**src/rtl/common.h.v**
```verilog
// Shared DLX definitions: datapath widths, opcode / function codes and the
// instruction field bit positions used by the decoder.
`ifndef COMMON_H_V
`define COMMON_H_V

`define WORD_SIZE     32
`define OPCODE_WIDTH  6
`define IMM_WIDTH     16

// Primary opcodes (instr[31:26])
`define OP_RTYPE      6'h00
`define OP_ADDI       6'h08
`define OP_SUBI       6'h0A
`define OP_ANDI       6'h0C
`define OP_ORI        6'h0D
`define OP_XORI       6'h0E

// R-type function codes (instr[5:0])
`define FN_ADD        6'h20
`define FN_SUB        6'h22
`define FN_AND        6'h24
`define FN_OR         6'h25
`define FN_XOR        6'h26

// Instruction field bit positions
`define F_OP_HI       31
`define F_OP_LO       26
`define F_RS1_HI      25
`define F_RS1_LO      21
`define F_RS2_HI      20
`define F_RS2_LO      16
`define F_RD_HI       15
`define F_RD_LO       11
`define F_IMM_HI      15
`define F_IMM_LO      0
`define F_FUNC_HI     5
`define F_FUNC_LO     0

`endif

```
**src/rtl/dlx_issue_pkg.sv**
```systemverilog
// Shared types and the instruction decoder for the DLX issue stage.
`include "common.h.v"

package dlx_issue_pkg;

  localparam int unsigned WORD_W = `WORD_SIZE;
  localparam int unsigned OPC_W  = `OPCODE_WIDTH;
  localparam int unsigned IMM_W  = `IMM_WIDTH;

  typedef enum logic {
    OUT_EMPTY,
    OUT_FULL
  } out_state_e;

  typedef enum logic [1:0] {
    K_NOP,
    K_RTYPE,
    K_ITYPE,
    K_ILLEGAL
  } instr_kind_e;

  typedef struct packed {
    instr_kind_e       kind;
    logic              rtype_op;  // primary opcode is the R-type escape
    logic [OPC_W-1:0]  opcode;    // unified ALU opcode (func or op)
    logic [4:0]        rs1;
    logic [4:0]        rs2;
    logic [4:0]        rd;
    logic [IMM_W-1:0]  imm;
  } decoded_t;

  // Field extraction and classification of one instruction word.
  function automatic decoded_t decode(input logic [31:0] instr);
    decoded_t         d;
    logic [OPC_W-1:0] op;
    logic [OPC_W-1:0] fn;
    op         = instr[`F_OP_HI:`F_OP_LO];
    fn         = instr[`F_FUNC_HI:`F_FUNC_LO];
    d.rtype_op = (op == `OP_RTYPE);
    d.rs1      = instr[`F_RS1_HI:`F_RS1_LO];
    d.rs2      = instr[`F_RS2_HI:`F_RS2_LO];
    d.imm      = instr[`F_IMM_HI:`F_IMM_LO];
    d.rd       = instr[`F_RS2_HI:`F_RS2_LO];
    d.opcode   = op;
    d.kind     = K_ILLEGAL;
    if (instr == '0) begin
      d.kind = K_NOP;
    end else if (d.rtype_op) begin
      d.rd     = instr[`F_RD_HI:`F_RD_LO];
      d.opcode = fn;
      case (fn)
        `FN_ADD, `FN_SUB, `FN_AND, `FN_OR, `FN_XOR: d.kind = K_RTYPE;
        default:                                    d.kind = K_ILLEGAL;
      endcase
    end else begin
      case (op)
        `OP_ADDI, `OP_SUBI, `OP_ANDI, `OP_ORI, `OP_XORI: d.kind = K_ITYPE;
        default:                                         d.kind = K_ILLEGAL;
      endcase
    end
    return d;
  endfunction

endpackage

```
**src/rtl/dlx_issue_if.sv**
```systemverilog
// ALU operand interface: the registered, handshaked bundle from issue to execute.
`include "common.h.v"

interface dlx_issue_if #(
  parameter int unsigned RAW = 5
);
  logic                     valid;
  logic                     ready;
  logic [`OPCODE_WIDTH-1:0] opcode;
  logic [`WORD_SIZE-1:0]    in1;
  logic                     in2_is_imm;
  logic [`IMM_WIDTH-1:0]    in2_imm;
  logic [`WORD_SIZE-1:0]    in2_readbus;
  logic [RAW-1:0]           rd;

  modport master (
    output valid, opcode, in1, in2_is_imm, in2_imm, in2_readbus, rd,
    input  ready
  );

  modport slave (
    input  valid, opcode, in1, in2_is_imm, in2_imm, in2_readbus, rd,
    output ready
  );
endinterface

```
**src/rtl/dlx_issue_scoreboard.sv**
```systemverilog
// Per-register pending scoreboard: set on issue, cleared on writeback or
// when a flushed bundle is dropped. r0 is never pending.
`include "common.h.v"

module dlx_scoreboard
   import dlx_issue_pkg::*;
#(
   parameter int unsigned NREG = 32,
   parameter int unsigned RAW  = 5
) (
   input  logic            clk,
   input  logic            rst,
   input  logic            set_en,
   input  logic [RAW-1:0]  set_rd,
   input  logic            clr_en,
   input  logic [RAW-1:0]  clr_rd,
   input  logic            drop_en,
   input  logic [RAW-1:0]  drop_rd,
   output logic [NREG-1:0] pending
);

   logic [NREG-1:0] pending_nxt;

   // Clears first, then the set, so a same-cycle set of the register wins.
   always_comb begin
      pending_nxt = pending;
      if (clr_en)
         pending_nxt[clr_rd] = 1'b0;
      if (drop_en)
         pending_nxt[drop_rd] = 1'b0;
      if (set_en)
         pending_nxt[set_rd] = 1'b1;
      pending_nxt[0] = 1'b0;
   end

   // Pending vector register.
   always_ff @(posedge clk) begin
      if (rst)
         pending <= '0;
      else
         pending <= pending_nxt;
   end

endmodule

```
**src/rtl/dlx_issue.sv**
```systemverilog
// DLX issue stage: decodes R/I-type ALU instructions, reads the register
// file, stalls on RAW hazards via the scoreboard and drives the registered
// operand bundle. Optional macro DLX_ISSUE_BYPASS_EN forwards a same-cycle
// writeback into the source operands and hazard check.
`include "common.h.v"

module dlx_issue
  import dlx_issue_pkg::*;
#(
  parameter int unsigned NREG = 32,
  parameter int unsigned RAW  = 5
) (
  input  logic                  clk,
  input  logic                  rst,
  input  logic                  in_valid,
  output logic                  in_ready,
  input  logic [31:0]           in_instr,
  output logic [RAW-1:0]        rf_raddr1,
  output logic [RAW-1:0]        rf_raddr2,
  input  logic [`WORD_SIZE-1:0] rf_rdata1,
  input  logic [`WORD_SIZE-1:0] rf_rdata2,
  dlx_issue_if.master           out,
  input  logic                  wb_valid,
  input  logic [RAW-1:0]        wb_rd,
  input  logic [`WORD_SIZE-1:0] wb_data,
  input  logic                  flush,
  output logic                  illegal
);

  decoded_t              dec;
  out_state_e            state;
  logic [NREG-1:0]       pending;
  logic                  src1_busy;
  logic                  src2_busy;
  logic [`WORD_SIZE-1:0] src1_val;
  logic [`WORD_SIZE-1:0] src2_val;
  logic                  hazard;
  logic                  accept;
  logic                  issue;
  logic                  reject;

  assign dec       = decode(in_instr);
  assign rf_raddr1 = dec.rs1;
  assign rf_raddr2 = dec.rs2;

`ifdef DLX_ISSUE_BYPASS_EN
  logic byp1;
  logic byp2;

  // A writeback landing this cycle satisfies the matching source directly.
  assign byp1      = wb_valid && (wb_rd == dec.rs1) && (dec.rs1 != '0);
  assign byp2      = wb_valid && (wb_rd == dec.rs2) && (dec.rs2 != '0);
  assign src1_busy = pending[dec.rs1] && !byp1;
  assign src2_busy = pending[dec.rs2] && !byp2;
  assign src1_val  = byp1 ? wb_data : rf_rdata1;
  assign src2_val  = byp2 ? wb_data : rf_rdata2;
`else
  logic unused_wb_data;

  assign unused_wb_data = ^wb_data;
  assign src1_busy      = pending[dec.rs1];
  assign src2_busy      = pending[dec.rs2];
  assign src1_val       = rf_rdata1;
  assign src2_val       = rf_rdata2;
`endif

  assign hazard   = ((dec.rs1 != '0) && src1_busy) ||
                    (dec.rtype_op && (dec.rs2 != '0) && src2_busy);
  assign in_ready = !rst && !flush && !hazard &&
                    ((state == OUT_EMPTY) || out.ready);
  assign accept   = in_valid && in_ready;
  assign issue    = accept && ((dec.kind == K_RTYPE) || (dec.kind == K_ITYPE));
  assign reject   = accept && (dec.kind == K_ILLEGAL);

  assign out.valid = (state == OUT_FULL);

  dlx_scoreboard #(
    .NREG (NREG),
    .RAW  (RAW)
  ) u_scoreboard (
    .clk     (clk),
    .rst     (rst),
    .set_en  (issue && (dec.rd != '0)),
    .set_rd  (dec.rd),
    .clr_en  (wb_valid),
    .clr_rd  (wb_rd),
    .drop_en (flush && (state == OUT_FULL)),
    .drop_rd (out.rd),
    .pending (pending)
  );

  // Output register FSM: flush drops the entry, an issue (re)fills it,
  // otherwise a consumed entry empties it; fields hold while stalled.
  always_ff @(posedge clk) begin
    if (rst) begin
      state           <= OUT_EMPTY;
      out.opcode      <= '0;
      out.in1         <= '0;
      out.in2_is_imm  <= 1'b0;
      out.in2_imm     <= '0;
      out.in2_readbus <= '0;
      out.rd          <= '0;
      illegal         <= 1'b0;
    end else begin
      illegal <= reject;
      if (flush) begin
        state <= OUT_EMPTY;
      end else if (issue) begin
        state           <= OUT_FULL;
        out.opcode      <= dec.opcode;
        out.in1         <= src1_val;
        out.in2_is_imm  <= (dec.kind == K_ITYPE);
        out.in2_imm     <= (dec.kind == K_ITYPE) ? dec.imm : '0;
        out.in2_readbus <= (dec.kind == K_RTYPE) ? src2_val : '0;
        out.rd          <= dec.rd;
      end else if (out.ready) begin
        state <= OUT_EMPTY;
      end
    end
  end

endmodule

```
**src/flat_wrapper.sv**
```systemverilog
// flat-port wrapper written by rule: the top's interface ports become plain ports
module dlx_issue_flat import dlx_issue_pkg::*;
#(
  parameter int unsigned NREG = 32,
  parameter int unsigned RAW  = 5
)
  (clk, rst, in_valid, in_ready, in_instr, rf_raddr1, rf_raddr2, rf_rdata1, rf_rdata2, wb_valid, wb_rd, wb_data, flush, illegal, out_valid, out_opcode, out_in1, out_in2_is_imm, out_in2_imm, out_in2_readbus, out_rd, out_ready);
  dlx_issue_if #(.RAW(RAW)) out_i ();
  input  logic clk;
  input  logic rst;
  input  logic in_valid;
  output logic in_ready;
  input  logic [31:0] in_instr;
  output logic [RAW-1:0] rf_raddr1;
  output logic [RAW-1:0] rf_raddr2;
  input  logic [`WORD_SIZE-1:0] rf_rdata1;
  input  logic [`WORD_SIZE-1:0] rf_rdata2;
  input  logic wb_valid;
  input  logic [RAW-1:0] wb_rd;
  input  logic [`WORD_SIZE-1:0] wb_data;
  input  logic flush;
  output logic illegal;
  output wire logic [$bits(out_i.valid)-1:0] out_valid;
  output wire logic [$bits(out_i.opcode)-1:0] out_opcode;
  output wire logic [$bits(out_i.in1)-1:0] out_in1;
  output wire logic [$bits(out_i.in2_is_imm)-1:0] out_in2_is_imm;
  output wire logic [$bits(out_i.in2_imm)-1:0] out_in2_imm;
  output wire logic [$bits(out_i.in2_readbus)-1:0] out_in2_readbus;
  output wire logic [$bits(out_i.rd)-1:0] out_rd;
  input wire logic [$bits(out_i.ready)-1:0] out_ready;
  assign out_valid = out_i.valid;
  assign out_opcode = out_i.opcode;
  assign out_in1 = out_i.in1;
  assign out_in2_is_imm = out_i.in2_is_imm;
  assign out_in2_imm = out_i.in2_imm;
  assign out_in2_readbus = out_i.in2_readbus;
  assign out_rd = out_i.rd;
  assign out_i.ready = out_ready;
  dlx_issue #(.NREG(NREG), .RAW(RAW)) u_core (.clk(clk), .rst(rst), .in_valid(in_valid), .in_ready(in_ready), .in_instr(in_instr), .rf_raddr1(rf_raddr1), .rf_raddr2(rf_raddr2), .rf_rdata1(rf_rdata1), .rf_rdata2(rf_rdata2), .out(out_i), .wb_valid(wb_valid), .wb_rd(wb_rd), .wb_data(wb_data), .flush(flush), .illegal(illegal));
endmodule
```
**config.mk**
```make
export PLATFORM = sky130hd
export DESIGN_NAME = dlx_issue_flat
export DESIGN_NICKNAME = d
export VERILOG_FILES = /design/src/rtl/dlx_issue_pkg.sv /design/src/rtl/dlx_issue_if.sv /design/src/rtl/dlx_issue_scoreboard.sv /design/src/rtl/dlx_issue.sv /design/src/flat_wrapper.sv
export VERILOG_INCLUDE_DIRS = /design/src /design/src/rtl
export SDC_FILE = /design/constraint.sdc
export NUM_CORES = 1
export LEC_CHECK = 0
export CAP_MARGIN = 30
export CORE_MARGIN = 2
export CORE_UTILIZATION = 41
export CTS_BUF_LIST = sky130_fd_sc_hd__clkbuf_4 sky130_fd_sc_hd__clkbuf_8
export DETAILED_ROUTE_END_ITERATION = 8
export GPL_TIMING_DRIVEN = 1
export PLACE_DENSITY = 0.87
export SYNTH_ARGS = -nofsm -noshare
export SYNTH_HDL_FRONTEND = slang
export SYNTH_HIERARCHICAL = 1
export SYNTH_SLANG_ARGS = --single-unit
```
**constraint.sdc**
```tcl
create_clock -name clk -period 3.38 [get_ports clk]
set_input_delay 0.507 -clock clk [delete_from_list [all_inputs] [get_ports clk]]
set_output_delay 0.507 -clock clk [all_outputs]
set_load 0.02 [all_outputs]
```
; ---- Yosys cells after proc, flatten, opt, wreduce, memory -nomap -nowiden
; Cells that the tools add are included.
; Widths: inputs -> output; s select.
[word_totals]
ff_bits = 126
out_inout_bits = 105
word_cells = 93
[classes]
magnitude_cmp = 8
n_eq_ne = 13
muxes = 25
n_bitwise = 7
n_reduce_logical = 30
[op_table]
columns = op, n
row1 = $mux 32, 4
row2 = $and 32x32->32, 2
row3 = $not 32->32, 2
row4 = $logic_not 32->1, 1
row5 = $or 32x32->32, 1
row6 = $eq 6x4->1 const B, 5
row7 = $eq 6x6->1 const B, 5
row8 = $lt 5x6->1 const B, 5
row9 = $mux 16, 1
row10 = $demux 1 s5, 3
row11 = $ge 5x1->1 const B, 3
row12 = $reduce_bool 5->1, 3
row13 = $logic_and 1x1->1, 14
row14 = $mux 6, 2
row15 = $bmux 1 s5, 2
row16 = $mux 5, 2
row17 = $reduce_or 5->1, 2
row18 = $mux 1, 8
row19 = $logic_not 6->1, 1
row20 = $mux 2, 3
row21 = $eq 2x2->1 const B, 2
row22 = $logic_not 1->1, 3
row23 = $logic_or 1x1->1, 3
row24 = $eq 2x1->1 const B, 1
row25 = other kinds (4), 5

; ---- Longest topological paths before layout
; Gate-level depths: netlist (run 1).
[logic_depth]
word_depth = 11
mapped_depth = 15
depth_no_buf = 12

; ---- Modules after synthesis
; The synthesis (run 1) kept the hierarchy.
[by_module_without_submodules]
columns = mod, instances, cells_each, area_each_um2, seq_area_each_um2
row1 = dlx_issue, 1, 568, 4749.6, 1881.8
row2 = dlx_scoreboard, 1, 179, 1546.5, 620.6

; ---- Worst setup path after synthesis (run 1)
; OpenSTA, ideal clock, no wires.
[synth_timing]
path_type = in2reg
from = input in_instr[21]
to = register u_core.u_scoreboard.pending[24]
setup_time_ns = 0.092
t_arrival_ns = 3.240
t_required_ns = 3.288
setup_slack_ns = 0.047
path_stages = 15
n_path_buf = 3
path_cell_list = buf_2 nor4_1 nand4_1 nor4_1 a41oi_1 ha_1 o311ai_1 and4b_1 nand2_1 clkbuf_2 buf_6 nor2_1 nor2b_1 nand3_1 o32ai_1
[synth_via]
elab_chain_len = 11
word_cells_on_any_way = 25
cone_classes = 2 x order compare / 2 x eq/ne / 7 x mux / 1 x bitwise / 13 x reduce/logical
[synth_lines]
columns = element, line_no
row1 = start: declaration, flat_wrapper.sv:13  ; input logic [31:0] in_instr;
row2 = "parallel branches: the longest is 10 deep, another holds $lt 5x6->1", -
row3 = $mux 32 *, dlx_issue_scoreboard.sv:31  ; if (set_en)
row4 = end signal: assignment, dlx_issue_scoreboard.sv:41  ; pending <= pending_nxt;
row5 = end: declaration, dlx_issue_scoreboard.sv:19  ; output logic [NREG-1:0] pending
; Mark *: on every way between the ends. The select of a mux whose other input is x is not followed.
; A chain may end at the register's enable or synchronous reset.

; ---- Worst setup path after layout (run 1)
[layout_timing]
from = input in_instr[22]
to = output in_ready
[layout_via]
elab_chain_len = 7
word_cells_on_any_way = 8
cone_classes = 2 x mux / 6 x reduce/logical
[layout_lines]
columns = element, line_no
row1 = $bmux 1 s5, dlx_issue.sv:61  ; assign src1_busy = pending[dec.rs1];
row2 = $mux 1 (not written as such), dlx_issue.sv:61
row3 = $logic_and 1x1->1 *, dlx_issue.sv:67  ; assign hazard = ((dec.rs1 != '0) && src1_busy) ||
row4 = $logic_or 1x1->1 *, dlx_issue.sv:67
row5 = $logic_not 1->1 *, dlx_issue.sv:69  ; assign in_ready = !rst && !flush && !hazard &&
row6 = $logic_and 1x1->1 * (2 in series), dlx_issue.sv:69
row7 = end: declaration, flat_wrapper.sv:12  ; output logic in_ready;
; Every way passes the cells marked *; elsewhere a longest branch is shown, timed or not. The select of a mux whose other input is x is not followed.

==> metrics.cfg, run 1 <==
[logic_synthesis]
synth_nets = 889
synth_top_area_frac = 0.397
ys.flop_type = dfxtp_1
netlist_area_um2 = 6300
ys_ff_latch = 125
ys_types = 52
synth.most_common_cell = dfxtp_1
yosysWarnings = 6
async_flop_share = 0
syn-mean-instance-area_um2 = 8.43
syn_inst = 747
synth_commonest_cells = 125 x dfxtp_1, 105 x o21ai_0, 70 x a21oi_1
synth_enable_flop_cells = 0
yosysSeqAreaShare = 0.397
yosys-top-cells-area = dfxtp_1 40%, o21ai_0 8.3%, a21oi_1 5.6%, o32ai_1 4.3%, nand3_1 3.8%
synth_largest_area_cell = dfxtp_1

[setup_path]
cp_top_family = buffers and inverters
cp_max_fo = 8
critPathBufInv = 3
r2r_cells = 9
cpMaxStageDelayCell = clkdlybuf4s50_1
r2r-start = u_core/u_scoreboard/pending[25]
crit_chain = clkdlybuf4s50_1 > buf_4 > mux2_2 > o311a_1 > a31oi_1 > nand3_1 > nor3_4 > clkdlybuf4s15_1
cp.arrival_ps = 2780
critical_path_class = input port to output pin
r2r-end = u_core/out.in2_readbus[29]
cp.depth = 8
critPathCaptureType = output pin
cp-start-kind = input port
reg2reg_slack_ps = 800
required_ps = 2870
cpPeakStageDelay_ps = 450

[clocking]
cts_resized = 2
cts_setup_buffers = 0
clkTransAtPathRegs_ps = 70
clk_latency_ps = 450
cts_tree = yes
clock_path_buffers = 2
clkSinkCount = 125
cts_buffers = 17
cts-hold-fix-buffers = 0
cts_root_buffer = clkbuf_8
cts_max_level = 4

[sta]
relSlewSlack = 0.445
period_share = 0.973
tightest_slew_ps = 832
setup_violations = 0
holdWs_ps = 385
finClkSkew_ps = 17.1
maxSlewViolCount = 0
finalCriticalPeriod_ps = 3290
rsz0062_at_grt = no
fmax_mhz = 304
finalSetupTns_ps = 0
finalHoldViolations = 0

[cells_and_area]
fin_util = 0.620
layout-drive-gt1-share = 0.133
fill_cells = 1254
antenna_cells = 0
final_cells = 1174
nNetsFinal = 1115
syn_to_final_growth_pct = 48.5

[power_and_ir_drop]
ir_drop_mv = 0.193
power_density_nw_per_um2 = 366
power.leakage_nw = 3.18
totalPowerFinal_w = 0.00343

[floorplan]
io_pins = 244
core_um2 = 15100
start_util = 0.417
dieArea_um2 = 16400
placementRows = 45
die_w_um = 128
die_h_um = 128

[place]
place_inst = 1142
place_congestion = 0.894
portBuffers = 211
hpwlAfterDp_um = 15100

[global_route]
grt_pass1_wl_um = 33200
grt_pass1_vias = 6419
antenna_found_initial = 0
grt_max_degree = 90
grt.overflow.total = 0
track_usage = 0.257

[worst_hold_path]
min_from = rst
worstHoldPathType = input port to register
hold_depth = 3
min_to = u_core/out.valid

[route]
drt-pass1-iter-count = 5
ant_nets = 0
post-route-drc-count = 0
drt_wl_total_um = 21500
drt_iter0_markers = 718
wl_per_cell_um = 18.3
vias = 6771
viasPerCell = 5.77

[job]
maxCapViolations = 0

[status]
status = finished, final reports clean

-- layout by cell type (no fill, tap or decap), types with 4 or more instances in the layout --
master,n
buf_4,73
nand4bb_1,6
nand2_1,41
mux4_1,5
bufinv_16,6
clkbuf_8,18
nor2_1,15
mux2i_1,8
mux4_2,7
clkinv_4,5
dfxtp_1,125
nor2b_1,31
o21ai_1,11
mux2_2,8
o22ai_1,31
inv_1,38
a211oi_1,4
o32ai_1,31
nor4_1,4
nand3_1,48
nand4b_1,7
nand4_1,25
buf_12,4
clkdlybuf4s50_1,208
o21ai_0,105
nor3_1,5
a21oi_1,70
nand2b_1,6
-- logic make-up after synthesis --
family                   Yosys count  share of synthesized area
adder cells (fa/ha/maj)            3                    0.00596
buffers and inverters            118                     0.0894
multiplexers                      28                     0.0729
AND/OR/NAND/NOR                  204                      0.182
AO/OA/AOI/OAI                    268                      0.251
flip-flops                       125                      0.397
other                              1                   0.000596
-- cell type report --
class | count | area [um2] | share of cell area
timing repair buffer | 287 | 2730 | 0.292
clock inverter | 14 | 241 | 0.0258
tap | 188 | 235 | 0.0252
sequential | 125 | 2500 | 0.268
inverter | 38 | 143 | 0.0153
multi-input combinational | 504 | 3250 | 0.348
clock buffer | 18 | 248 | 0.0265
-- worst max path at each step --
stage,startpoint,to,slack (ps)
finish,in_instr[22],in_ready,90
global route,in_instr[21],in_ready,20
CTS,in_instr[22],in_ready,90
detailed placement,in_instr[16],in_ready,-450
global placement,in_instr[16],in_ready,-400
floorplan,in_instr[21],u_core/u_scoreboard/pending[24],50
-- worst min-delay path, cell delays in order --
cell	delay [ps]
buf_4	90
nor2_1	40
a21boi_0	130
-- flip-flops by register name, summed over array words and instances, names as in the netlist --
| register | cells |
|---|---|
| u_core/out.in1 | 32 |
| u_core/out.in2_readbus | 32 |
| u_core/u_scoreboard/pending | 31 |
| u_core/out.in2_imm | 16 |
| u_core/out.opcode | 6 |
| u_core/out.rd | 5 |
| u_core/illegal | 1 |
| u_core/out.in2_is_imm | 1 |
| u_core/out.valid | 1 |
-- metal layers --
metal  part of all wire  vias up  global-route usage
li1                   -     3207                   -
met1               0.41     3185               0.319
met2               0.48      328               0.420
met3              0.079       51              0.0701
met4              0.030        0               0.110
met5                  0        -                   0
-- stage by stage --
| stage | setup WS (ps) | instance area [um2] |
|---|---|---|
| floorplan | 47.2 | 6300 |
| global placement | -402 | 8850 |
| detailed placement | -448 | 8850 |
| CTS | 89.0 | 9340 |
| global route | 19.7 | 9350 |
| finish | 90.5 | 9350 |
-- power breakdown --
part / switching (W) / leakage [nW] / total (W) / internal [W]
clock: 0.000621 / 0.243 / 0.00160 / 0.000974
sequential: 0.00000190 / 1.01 / 0.00148 / 0.00147
combinational: 0.000156 / 1.93 / 0.000354 / 0.000197
Note: power is estimated with default switching activity, not from simulation.
==> run 2: changes to the inputs <==
Settings changed: SKIP_CTS_REPAIR_TIMING set to 1.
==> run 2 against run 1 <==
  * Via count is 0.84% higher
  * Setup slack better by 79 ps
  * Clock skew is 5.9 ps lower
  * Highest routed layer unchanged
  * Sequential power hardly changed
  * Final area hardly changed
==> metrics.cfg, run 2 (same netlist as run 1, synthesis figures left out) <==
[global_route]
track_usage = 0.257  ; about the same
grt_pass1_wl_um = 33300  ; about the same
grt_pass1_vias = 6421  ; +0.031%
met2_usage = 0.420  ; about the same
grt.overflow.total = 0  ; unchanged
use_met3 = 0.0701  ; unchanged
busiest_layer = met2
grt_use_met1 = 0.319  ; about the same
grt_max_degree = 90  ; unchanged
antenna_found_initial = 0  ; unchanged

[sta]
finClkSkew_ps = 11.3  ; -5.86 ps
maxSlewViolCount = 0  ; unchanged
tightest_slew_ps = 826  ; -6.38 ps
finalHoldViolations = 0  ; unchanged
period_share = 0.950  ; -0.0234
setup_violations = 0  ; unchanged
finalCriticalPeriod_ps = 3210  ; -79.3 ps
fmax_mhz = 312  ; +2.5%
rsz0062_at_grt = no
relSlewSlack = 0.449  ; +0.00425

[floorplan]
dieArea_um2 = 16400  ; unchanged
core_um2 = 15100  ; unchanged
die_h_um = 128  ; unchanged
io_pins = 244  ; unchanged
start_util = 0.417  ; unchanged
placementRows = 45  ; unchanged
die_w_um = 128  ; unchanged

[clocking]
cts_tree = yes
cts_root_buffer = clkbuf_8
cts_buffers = 17  ; unchanged
clock_path_buffers = 2  ; unchanged
clk_latency_ps = 440  ; about the same
clkSinkCount = 125  ; unchanged
clkTransAtPathRegs_ps = 70  ; about the same
cts_max_level = 4  ; unchanged

[place]
detailed_place.area_um2 = 8850  ; unchanged
portBuffers = 211  ; unchanged
place_inst = 1142  ; unchanged
place_congestion = 0.894  ; unchanged
hpwlAfterDp_um = 15100  ; unchanged

[setup_path]
required_ps = 2870  ; about the same
cpPeakStageDelay_ps = 450  ; about the same
crit_chain = clkdlybuf4s50_1 > buf_4 > mux2_2 > o311a_1 > a31oi_1 > nand3_1 > nor3_4 > dlymetal6s2s_1
cp.arrival_ps = 2700  ; -80 ps
critical_path_class = input port to output pin
critPathCaptureType = output pin
startpoint = in_instr[22]
cp_max_fo = 8  ; unchanged
cp-start-kind = input port
cpMaxStageDelayCell = clkdlybuf4s50_1
critPathBufInv = 3  ; unchanged
cp_top_family = buffers and inverters
r2r-start = u_core/u_scoreboard/pending[25]

[route]
post-route-drc-count = 0  ; unchanged
wl_per_cell_um = 18.4  ; +0.27%
vias = 6828  ; +0.84%
drt_iter0_markers = 690  ; -3.9%
viasPerCell = 5.82  ; +0.84%
drt-pass1-iter-count = 8  ; +3
ant_nets = 0  ; unchanged
drt_wl_total_um = 21600  ; +0.27%

[status]
status = finished, final reports clean

[worst_hold_path]
worstHoldPathType = input port to register
min_from = rst

[cells_and_area]
largestRegisters = u_core/out.in1 x32, u_core/out.in2_readbus x32, u_core/u_scoreboard/pending x31
nNetsFinal = 1115  ; unchanged
syn_to_final_growth_pct = 48.6  ; about the same
most-common-layout-cells = 208 x clkdlybuf4s50_1, 125 x dfxtp_1, 105 x o21ai_0
final_cells = 1174  ; unchanged
regArea_um2 = 2500  ; unchanged
postLayoutCellArea_um2 = 9360  ; about the same
layout_commonest_cell = clkdlybuf4s50_1
layout-drive-gt1-share = 0.133  ; unchanged
multi_input_area_um2 = 3250  ; unchanged
antenna_cells = 0  ; unchanged
fill_cells = 1251  ; -0.24%

[power_and_ir_drop]
ir_drop_mv = 0.193  ; about the same
power_density_nw_per_um2 = 366  ; -0.11%
power.leakage_nw = 3.21  ; +0.69%

[job]
maxCapViolations = 0  ; unchanged

-- run 2: worst paths after layout --
| path | endpoint | slack, ps | cells past startpoint |
|---|---|---|---|
| worst max-delay path | in_ready | 170 | 8 |
| worst min-delay path | u_core/out.valid | 380 | 3 |
| worst max register to register | u_core/u_scoreboard/pending[25] | 770 | 10 |
| worst min register to register | u_core/out.in2_imm[9] | 470 | 2 |
-- run 2: routing by layer --
| layer | vias to the layer above | wire length, um |
|---|---|---|
| met1 | 3198 | 8720 |
| met3 | 51 | 1810 |
| met2 | 370 | 10400 |
| li1 | 3209 | - |
| met4 | 0 | 661 |
| met5 | - | 0 |
-- run 2: report_power, final --
| part | leakage (nW) | switching, W | internal (W) | total [W] |
|---|---|---|---|---|
| Sequential | 1.01 | 0.00000190 | 0.00147 | 0.00148 |
| Combinational | 1.96 | 0.000156 | 0.000198 | 0.000354 |
| Clock | 0.243 | 0.000619 | 0.000974 | 0.00159 |
-- run 2: layout make-up --
cell class | instances | share of cell area
Inverter | 38 | 0.0152
Sequential cell | 125 | 0.267
Tap cell | 188 | 0.0251
Multi-Input combinational cell | 504 | 0.347
Clock inverter | 14 | 0.0258
Timing Repair Buffer | 287 | 0.292
Clock buffer | 18 | 0.0265
-- run 2: stage by stage --
stage,power (W),util,worst slack [ps],hold WS (ps),setup TNS [ps]
after detailed placement,0.00186,0.587,-448,464,-21150
after CTS,0.00344,0.619,-451,342,-451
after global placement,0.00186,0.587,-402,457,-14580
after global routing,0.00353,0.620,53.9,358,0
final,0.00342,0.620,170,383,0
after floorplan,0.00164,-,47.2,459,0
-- run 2: worst reg2reg max path, cell delays in order, from the launching register on --
cell,delay (ps)
dfxtp_1,340
mux4_1,490
mux2_2,270
o211a_1,270
buf_4,150
o311ai_4,50
nand2_1,110
nor2_1,190
nor2b_2,250
nand3_1,200
o32ai_1,180
